### config.mk
export PLATFORM = sky130hd
export DESIGN_NAME = hazard3_bus_arbiter_flat
export DESIGN_NICKNAME = d
export VERILOG_FILES = /design/src/rtl/hazard3_bus_arbiter_pkg.sv /design/src/rtl/hazard3_bus_arbiter_if.sv /design/src/rtl/hazard3_onehot_priority_sel.sv /design/src/rtl/hazard3_bus_arbiter.sv /design/src/flat_wrapper.sv
export SDC_FILE = /design/constraint.sdc
export NUM_CORES = 1
export LEC_CHECK = 0
export ABC_AREA = 1
export BUFFER_PORTS_ARGS = -buffer_cell sky130_fd_sc_hd__buf_2
export CAP_MARGIN = 20
export CELL_PAD_IN_SITES_DETAIL_PLACEMENT = 1
export CELL_PAD_IN_SITES_GLOBAL_PLACEMENT = 1
export CORE_AREA = 2 2 146 148
export CTS_CLUSTER_DIAMETER = 30
export CTS_CLUSTER_SIZE = 30
export DETAILED_ROUTE_END_ITERATION = 10
export DIE_AREA = 0 0 148 150
export GPL_ROUTABILITY_DRIVEN = 0
export GPL_TIMING_DRIVEN = 0
export PLACE_DENSITY = 0.67
export SETUP_SLACK_MARGIN = 0.02
export SYNTH_ARGS = -nofsm -noshare
export SYNTH_HDL_FRONTEND = slang
export SYNTH_SLANG_ARGS = --single-unit
### constraint.sdc
create_clock -name clk -period 2 [get_ports clk]
set_input_delay 0.2 -clock clk [delete_from_list [all_inputs] [get_ports clk]]
set_output_delay 0.2 -clock clk [all_outputs]
set_load 0.02 [all_outputs]
### src/rtl/hazard3_bus_arbiter_pkg.sv
// Shared AHB constants for the Hazard3 CPU top levels: transfer types and
// hprot bit positions.
package hazard3_bus_arbiter_pkg;

    // AHB htrans encodings. Only IDLE and NSEQ are issued; no bursts.
    localparam logic [1:0] HTRANS_IDLE   = 2'b00;
    localparam logic [1:0] HTRANS_BUSY   = 2'b01;
    localparam logic [1:0] HTRANS_NSEQ   = 2'b10;
    localparam logic [1:0] HTRANS_SEQ    = 2'b11;

    // hprot bit positions.
    localparam int unsigned HPROT_DATA       = 0;
    localparam int unsigned HPROT_PRIV       = 1;
    localparam int unsigned HPROT_BUFFERABLE = 2;
    localparam int unsigned HPROT_CACHEABLE  = 3;

    // Requester roles in the single-port CPU top.
    localparam int unsigned REQ_LOADSTORE = 0;
    localparam int unsigned REQ_IFETCH    = 1;
    localparam int unsigned REQ_SBA       = 2;

endpackage

### src/rtl/hazard3_bus_arbiter_if.sv
// Bundle of the requester-side core-native handshake and the AHB5 manager
// port. The arbiter uses the master modport; the environment uses slave.
interface hazard3_bus_arbiter_if #(
    parameter int unsigned N_REQ  = 3,
    parameter int unsigned W_ADDR = 32,
    parameter int unsigned W_DATA = 32
);

    // Requester side
    logic [N_REQ-1:0]        req_aph_req;
    logic [N_REQ-1:0]        req_aph_excl;
    logic [N_REQ*W_ADDR-1:0] req_haddr;
    logic [N_REQ*3-1:0]      req_hsize;
    logic [N_REQ-1:0]        req_hwrite;
    logic [N_REQ-1:0]        req_priv;
    logic [N_REQ*W_DATA-1:0] req_wdata;
    logic [N_REQ-1:0]        req_aph_ready;
    logic [N_REQ-1:0]        req_dph_ready;
    logic [N_REQ-1:0]        req_dph_err;
    logic [N_REQ-1:0]        req_dph_exokay;
    logic [W_DATA-1:0]       req_rdata;

    // AHB manager side
    logic [W_ADDR-1:0]       haddr;
    logic                    hwrite;
    logic [1:0]              htrans;
    logic [2:0]              hsize;
    logic [3:0]              hprot;
    logic                    hexcl;
    logic [7:0]              hmaster;
    logic [W_DATA-1:0]       hwdata;
    logic                    hready;
    logic                    hresp;
    logic                    hexokay;
    logic [W_DATA-1:0]       hrdata;

    modport master (
        input  req_aph_req, req_aph_excl, req_haddr, req_hsize, req_hwrite, req_priv,
               req_wdata,
        output req_aph_ready, req_dph_ready, req_dph_err, req_dph_exokay, req_rdata,
        output haddr, hwrite, htrans, hsize, hprot, hexcl, hmaster, hwdata,
        input  hready, hresp, hexokay, hrdata
    );

    modport slave (
        output req_aph_req, req_aph_excl, req_haddr, req_hsize, req_hwrite, req_priv,
               req_wdata,
        input  req_aph_ready, req_dph_ready, req_dph_err, req_dph_exokay, req_rdata,
        input  haddr, hwrite, htrans, hsize, hprot, hexcl, hmaster, hwdata,
        output hready, hresp, hexokay, hrdata
    );

endinterface

### src/rtl/hazard3_onehot_priority_sel.sv
// Lowest-index one-hot select: gnt has at most one bit set, the lowest set
// bit of req.
module hazard3_onehot_priority_sel #(
    parameter int unsigned W = 3
) (
    input  logic [W-1:0] req,
    output logic [W-1:0] gnt
);

    // Isolate the lowest set bit (two's complement trick).
    always_comb begin
        gnt = req & (~req + W'(1));
    end

endmodule

### src/rtl/hazard3_bus_arbiter.sv
// Shares one AHB5 manager port among N_REQ core-native requesters.
// Fixed priority (index 0 highest) with a wait-counter boost against
// starvation; tracks the data-phase owner to route wdata and responses.
module hazard3_bus_arbiter #(
    parameter int unsigned     N_REQ     = 3,
    parameter int unsigned     W_ADDR    = 32,
    parameter int unsigned     W_DATA    = 32,
    parameter int unsigned     MAX_WAIT  = 4,
    parameter logic [N_REQ-1:0] DATA_MASK = 3'b101
) (
    input logic                   clk,
    input logic                   rst_n,
    hazard3_bus_arbiter_if.master bus
);

    import hazard3_bus_arbiter_pkg::*;

    localparam int unsigned W_CNT = (MAX_WAIT > 0) ? $clog2(MAX_WAIT + 1) : 1;
    localparam int unsigned W_IDX = (N_REQ > 1) ? $clog2(N_REQ) : 1;
    localparam logic [W_CNT-1:0] CNT_SAT = W_CNT'(MAX_WAIT);

    logic                   hold_q;
    logic                   hold_d;
    logic [N_REQ-1:0]       gnt;
    logic [N_REQ-1:0]       gnt_prev_q;
    logic [N_REQ-1:0]       gnt_boost;
    logic [N_REQ-1:0]       gnt_raw;
    logic [N_REQ-1:0]       boost;
    logic [N_REQ-1:0]       dph_owner_q;
    logic [W_IDX-1:0]       gnt_idx;
    logic [W_IDX-1:0]       owner_idx;
    logic [W_CNT-1:0]       wait_cnt_q [N_REQ];
    logic [W_CNT-1:0]       wait_cnt_d [N_REQ];

    // Requesters whose wait counter has saturated jump the fixed priority.
    always_comb begin
        boost = '0;
        for (int i = 0; i < int'(N_REQ); i++) begin
            boost[i] = (MAX_WAIT > 0) && bus.req_aph_req[i] && (wait_cnt_q[i] == CNT_SAT);
        end
    end

    hazard3_onehot_priority_sel #(
        .W (N_REQ)
    ) u_sel_boost (
        .req (boost),
        .gnt (gnt_boost)
    );

    hazard3_onehot_priority_sel #(
        .W (N_REQ)
    ) u_sel_req (
        .req (bus.req_aph_req),
        .gnt (gnt_raw)
    );

    // Grant: an issued-but-stalled address phase is frozen until accepted.
    always_comb begin
        if (hold_q) begin
            gnt = gnt_prev_q;
        end else if (|boost) begin
            gnt = gnt_boost;
        end else begin
            gnt = gnt_raw;
        end
    end

    // One-hot to binary for the granted requester and the data-phase owner.
    always_comb begin
        gnt_idx   = '0;
        owner_idx = '0;
        for (int i = 0; i < int'(N_REQ); i++) begin
            if (gnt[i]) begin
                gnt_idx = W_IDX'(i);
            end
            if (dph_owner_q[i]) begin
                owner_idx = W_IDX'(i);
            end
        end
    end

    // Address-phase outputs; with no grant the mux falls back to requester 0.
    always_comb begin
        bus.htrans                = (|gnt) ? HTRANS_NSEQ : HTRANS_IDLE;
        bus.haddr                 = bus.req_haddr[gnt_idx * W_ADDR +: W_ADDR];
        bus.hsize                 = bus.req_hsize[gnt_idx * 3 +: 3];
        bus.hwrite                = bus.req_hwrite[gnt_idx];
        bus.hexcl                 = bus.req_aph_excl[gnt_idx];
        bus.hmaster               = 8'(gnt_idx);
        bus.hprot                 = '0;
        bus.hprot[HPROT_DATA]     = DATA_MASK[gnt_idx];
        bus.hprot[HPROT_PRIV]     = bus.req_priv[gnt_idx];
        bus.req_aph_ready         = gnt & {N_REQ{bus.hready}};
    end

    // Data-phase routing to and from the owner of the current data phase.
    always_comb begin
        bus.hwdata = '0;
        if (|dph_owner_q) begin
            bus.hwdata = bus.req_wdata[owner_idx * W_DATA +: W_DATA];
        end
        bus.req_dph_ready  = dph_owner_q & {N_REQ{bus.hready}};
        bus.req_dph_err    = dph_owner_q & {N_REQ{bus.hresp}};
        bus.req_dph_exokay = dph_owner_q & {N_REQ{bus.hexokay}};
        bus.req_rdata      = bus.hrdata;
    end

    // Hold drops on the first error cycle so the bus can re-arbitrate then.
    always_comb begin
        hold_d = (|gnt) && !bus.hready && !bus.hresp;
    end

    // Wait counters: count lost arbitration cycles, saturate at MAX_WAIT.
    always_comb begin
        for (int i = 0; i < int'(N_REQ); i++) begin
            wait_cnt_d[i] = wait_cnt_q[i];
            if (!bus.req_aph_req[i] || bus.req_aph_ready[i]) begin
                wait_cnt_d[i] = '0;
            end else if (bus.hready && (|gnt) && (wait_cnt_q[i] != CNT_SAT)) begin
                wait_cnt_d[i] = wait_cnt_q[i] + W_CNT'(1);
            end
        end
    end

    // Arbitration and data-phase state; reset abandons any transfer in flight.
    always_ff @(posedge clk or negedge rst_n) begin
        if (!rst_n) begin
            hold_q      <= 1'b0;
            gnt_prev_q  <= '0;
            dph_owner_q <= '0;
            for (int i = 0; i < int'(N_REQ); i++) begin
                wait_cnt_q[i] <= '0;
            end
        end else begin
            hold_q     <= hold_d;
            gnt_prev_q <= gnt;
            if (bus.hready) begin
                dph_owner_q <= gnt;
            end
            for (int i = 0; i < int'(N_REQ); i++) begin
                wait_cnt_q[i] <= wait_cnt_d[i];
            end
        end
    end

endmodule
### src/flat_wrapper.sv
// flat-port wrapper written by rule: the top's interface ports become plain ports
module hazard3_bus_arbiter_flat import hazard3_bus_arbiter_pkg::*;
#(
    parameter int unsigned     N_REQ     = 3,
    parameter int unsigned     W_ADDR    = 32,
    parameter int unsigned     W_DATA    = 32,
    parameter int unsigned     MAX_WAIT  = 4,
    parameter logic [N_REQ-1:0] DATA_MASK = 3'b101
)
  (clk, rst_n, bus_req_aph_req, bus_req_aph_excl, bus_req_haddr, bus_req_hsize, bus_req_hwrite, bus_req_priv, bus_req_wdata, bus_req_aph_ready, bus_req_dph_ready, bus_req_dph_err, bus_req_dph_exokay, bus_req_rdata, bus_haddr, bus_hwrite, bus_htrans, bus_hsize, bus_hprot, bus_hexcl, bus_hmaster, bus_hwdata, bus_hready, bus_hresp, bus_hexokay, bus_hrdata);
  hazard3_bus_arbiter_if #(.N_REQ(N_REQ), .W_ADDR(W_ADDR), .W_DATA(W_DATA)) bus_i ();
  input logic clk;
  input logic rst_n;
  input wire logic [$bits(bus_i.req_aph_req)-1:0] bus_req_aph_req;
  input wire logic [$bits(bus_i.req_aph_excl)-1:0] bus_req_aph_excl;
  input wire logic [$bits(bus_i.req_haddr)-1:0] bus_req_haddr;
  input wire logic [$bits(bus_i.req_hsize)-1:0] bus_req_hsize;
  input wire logic [$bits(bus_i.req_hwrite)-1:0] bus_req_hwrite;
  input wire logic [$bits(bus_i.req_priv)-1:0] bus_req_priv;
  input wire logic [$bits(bus_i.req_wdata)-1:0] bus_req_wdata;
  output wire logic [$bits(bus_i.req_aph_ready)-1:0] bus_req_aph_ready;
  output wire logic [$bits(bus_i.req_dph_ready)-1:0] bus_req_dph_ready;
  output wire logic [$bits(bus_i.req_dph_err)-1:0] bus_req_dph_err;
  output wire logic [$bits(bus_i.req_dph_exokay)-1:0] bus_req_dph_exokay;
  output wire logic [$bits(bus_i.req_rdata)-1:0] bus_req_rdata;
  output wire logic [$bits(bus_i.haddr)-1:0] bus_haddr;
  output wire logic [$bits(bus_i.hwrite)-1:0] bus_hwrite;
  output wire logic [$bits(bus_i.htrans)-1:0] bus_htrans;
  output wire logic [$bits(bus_i.hsize)-1:0] bus_hsize;
  output wire logic [$bits(bus_i.hprot)-1:0] bus_hprot;
  output wire logic [$bits(bus_i.hexcl)-1:0] bus_hexcl;
  output wire logic [$bits(bus_i.hmaster)-1:0] bus_hmaster;
  output wire logic [$bits(bus_i.hwdata)-1:0] bus_hwdata;
  input wire logic [$bits(bus_i.hready)-1:0] bus_hready;
  input wire logic [$bits(bus_i.hresp)-1:0] bus_hresp;
  input wire logic [$bits(bus_i.hexokay)-1:0] bus_hexokay;
  input wire logic [$bits(bus_i.hrdata)-1:0] bus_hrdata;
  assign bus_i.req_aph_req = bus_req_aph_req;
  assign bus_i.req_aph_excl = bus_req_aph_excl;
  assign bus_i.req_haddr = bus_req_haddr;
  assign bus_i.req_hsize = bus_req_hsize;
  assign bus_i.req_hwrite = bus_req_hwrite;
  assign bus_i.req_priv = bus_req_priv;
  assign bus_i.req_wdata = bus_req_wdata;
  assign bus_req_aph_ready = bus_i.req_aph_ready;
  assign bus_req_dph_ready = bus_i.req_dph_ready;
  assign bus_req_dph_err = bus_i.req_dph_err;
  assign bus_req_dph_exokay = bus_i.req_dph_exokay;
  assign bus_req_rdata = bus_i.req_rdata;
  assign bus_haddr = bus_i.haddr;
  assign bus_hwrite = bus_i.hwrite;
  assign bus_htrans = bus_i.htrans;
  assign bus_hsize = bus_i.hsize;
  assign bus_hprot = bus_i.hprot;
  assign bus_hexcl = bus_i.hexcl;
  assign bus_hmaster = bus_i.hmaster;
  assign bus_hwdata = bus_i.hwdata;
  assign bus_i.hready = bus_hready;
  assign bus_i.hresp = bus_hresp;
  assign bus_i.hexokay = bus_hexokay;
  assign bus_i.hrdata = bus_hrdata;
  hazard3_bus_arbiter #(.N_REQ(N_REQ), .W_ADDR(W_ADDR), .W_DATA(W_DATA), .MAX_WAIT(MAX_WAIT), .DATA_MASK(DATA_MASK)) u_core (.clk(clk), .rst_n(rst_n), .bus(bus_i));
endmodule
==> results.sh <==
export IMPL_die_area_mm2=0.0222
export IMPL_clk_pin_slew_ns=0.05
export IMPL_area_growth_pct=115
export IMPL_finalInstanceArea_mm2=0.00616
export IMPL_grt_util_all_layers=0.154
export IMPL_yosys_warnings=0
export IMPL_final_nets=1199
export IMPL_clock_sinks=16
export IMPL_syn_mean_instance_area_um2=5.13
export IMPL_drive_gt1_frac=0.559
export IMPL_violations="negative setup slack"
export IMPL_first_iter_violations=116
export IMPL_io_buffers=334
export IMPL_path_max_fanout=6
export IMPL_yosysSeqAreaShare=0.139
export IMPL_row_count=53
export IMPL_hold_path_class="primary input to flip-flop"
export IMPL_place_area_mm2=0.00492
export IMPL_die_y_um=150
export IMPL_yosys_register_bits=16
export IMPL_layout_commonest_cell="buf_2"
export IMPL_postLayoutSetupSlackWorst_ns=-0.314
export IMPL_cts_tree="done"
export IMPL_wl_met1_um=6290
export IMPL_routed_wl_um=18700
export IMPL_core_area_mm2=0.0207
export IMPL_wl_met2_um=10300
export IMPL_clkLatencyLatePin_ns=0.25
export IMPL_cp_start_kind="flip-flop"
export IMPL_timing_rr_start="u_core.wait_cnt_q[0]$_DFFE_PN0P_"
export IMPL_antenna_found_initial=2
export IMPL_cp_required_ns=1.80
export IMPL_start_util=0.139
export IMPL_r2r_end="u_core.wait_cnt_q[4]$_DFFE_PN0P_"
export IMPL_grt_max_degree=17
export IMPL_viasPerCell=4.03
export IMPL_grt_pass1_wl_um=26800
export IMPL_r2r_cells=14
export IMPL_grt_pass1_vias=5119
export IMPL_drv_slew=0
export IMPL_finalHoldViolations=0
export IMPL_period_share=1.16
export IMPL_crit_type="flip-flop to output pin"
export IMPL_remaining_drc_errors=0
export IMPL_finalSetupViolCount=51
export IMPL_end_kind="output pin"
export IMPL_p_leak_nw=3.87
export IMPL_maxCapViolations=0
export IMPL_grt_setup_unrepaired="yes"
export IMPL_critical_path_startpoint="u_core.wait_cnt_q[0]$_DFFE_PN0P_"
export IMPL_clock_path_buffers=2
export IMPL_numCtsBuffers=3
export IMPL_worstPathArrival_ns=2.11
export IMPL_final_cell_mix="buf_2 (294), nand2_1 (258), buf_4 (68)"
export IMPL_finClkSkew_ns=0.00242
export IMPL_status="finished with violations"
export IMPL_min_from="bus_hresp"
export IMPL_grt_overflow=0
export IMPL_chipWidth_um=148
export IMPL_peakVddDrop_mv=0.235
export IMPL_antenna_left=0
export IMPL_topRoutingLayerUsed="met4"
export IMPL_dp_slack_ns=-0.382
export IMPL_max_clock_freq_ghz=0.432
export IMPL_synth_cell_types=22
export IMPL_tightest_slew_ns=0.627
export IMPL_syn_area_mm2=0.00287
export IMPL_place_hpwl_um=15100
export IMPL_cts_htree_levels=1
export IMPL_power_density_mw_per_mm2=655
export IMPL_vias=4914
export IMPL_syn_inst=559
export IMPL_met3_length_um=1500
export IMPL_r2r_slack_ns=-0.06
export IMPL_worstSetupEndpoint="bus_haddr[10]"
export IMPL_max_slew_margin=0.582
export IMPL_cts_root_buf="clkbuf_16"
export IMPL_wl_per_cell_um=15.4
export IMPL_fin_crit_ns=2.31
export IMPL_io_pins=377
export IMPL_first_pass_iters=4
Yosys cell counts:
library cell,count,share of area
buf_4,43,0.11
o21ai_0,1,0.0017
buf_2,7,0.012
buf_1,1,0.0013
dfrtp_1,16,0.14
buf_6,3,0.012
ha_1,6,0.026
nor2_1,18,0.024
a22oi_1,10,0.026
nand3_1,76,0.13
nand3_2,1,0.0035
inv_2,3,0.0039
or2_2,2,0.0044
nor2_2,1,0.0022
conb_1,1,0.0013
clkbuf_1,14,0.018
nor2_4,1,0.0039
nand2_1,284,0.37
inv_1,66,0.086
o21bai_1,1,0.0026
a21oi_4,1,0.0057
xnor2_1,3,0.0092
cell families after synthesis:
family,Yosys count,share of synthesized area
fa+ha+maj,6,0.0262
buf+inv,137,0.246
compound gates,13,0.0362
flops,16,0.139
xor+xnor,3,0.00916
other cells,1,0.00131
simple gates,383,0.541
flip-flops by register name (all words and copies together), names as in the netlist:
| signal | count |
|---|---|
| u_core.hold_q | 1 |
| u_core.dph_owner_q | 3 |
| u_core.wait_cnt_q | 9 |
| u_core.gnt_prev_q | 3 |
per-stage QoR:
stage                     instances  hold slack [ns]  power [mW]  utilization  TNS (ns)
after global routing           1218            0.292        4.34        0.298    -16.97
after global placement         1176            0.159        2.81        0.238    -17.75
after floorplan                 567          -0.0956        1.88            -         0
after CTS                      1204            0.254        3.83        0.280    -11.30
final                          1218            0.258        4.04        0.298    -11.58
after detailed placement       1176            0.161        2.83        0.238    -18.51
area by class of cell:
| type | count | area [um2] |
|---|---|---|
| fillers | 2759 | 14500 |
| repair buffers | 371 | 2320 |
| multi-input cells | 414 | 2150 |
| plain buffers | 68 | 581 |
| flip-flops and latches | 16 | 402 |
| well taps | 275 | 344 |
| inverters | 69 | 267 |
| clock buffers | 4 | 88.8 |
| diodes | 1 | 2.50 |
report_power, final:
| part | internal [mW] | switching, mW | total [mW] |
|---|---|---|---|
| Sequential | 0.375 | 0.0435 | 0.419 |
| Clock | 0.305 | 0.143 | 0.448 |
| Combinational | 1.39 | 1.78 | 3.17 |
| Total | 2.07 | 1.97 | 4.04 |
per-layer routing:
metal  GRT usage  up-vias
met3      0.0354       25
met4      0.0624        0
met2       0.313      245
met5           0        -
li1            -     2410
met1       0.147     2234
critical path, cell delays in order (launching register included):
cell and delay [ns]:
dfrtp_1 0.38, inv_1 0.10, ha_4 0.16, nand3_4 0.08
nand2_2 0.12, nand2_4 0.06, a21oi_4 0.18, buf_6 0.15
nor2_4 0.05, buf_8 0.14, buf_8 0.14, nand2_4 0.08
nand3_2 0.07, buf_6 0.13
what timing repair did:
| item | CTS | global route |
|---|---|---|
| endpoints found under the setup margin | 86 | 80 |
| cloned | 3 | 3 |
| endpoints found under the hold margin | 16 | 0 |
| setup buffers | 20 | 11 |
| pin swaps | 6 | 7 |
| hold buffers | 1 | 0 |
| gates resized for setup | 181 | 68 |
worst min-delay path by stage:
stage,end,cells after the start
2_1_floorplan,u_core.dph_owner_q[0]$_DFFE_PN0P_,0
3_3_place_gp,u_core.wait_cnt_q[3]$_DFFE_PN0P_,1
3_5_place_dp,u_core.wait_cnt_q[3]$_DFFE_PN0P_,1
4_1_cts,u_core.hold_q$_DFF_PN0_,4
5_1_grt,u_core.hold_q$_DFF_PN0_,4
6_report,u_core.hold_q$_DFF_PN0_,4
Power figures use the tool's default switching activity.
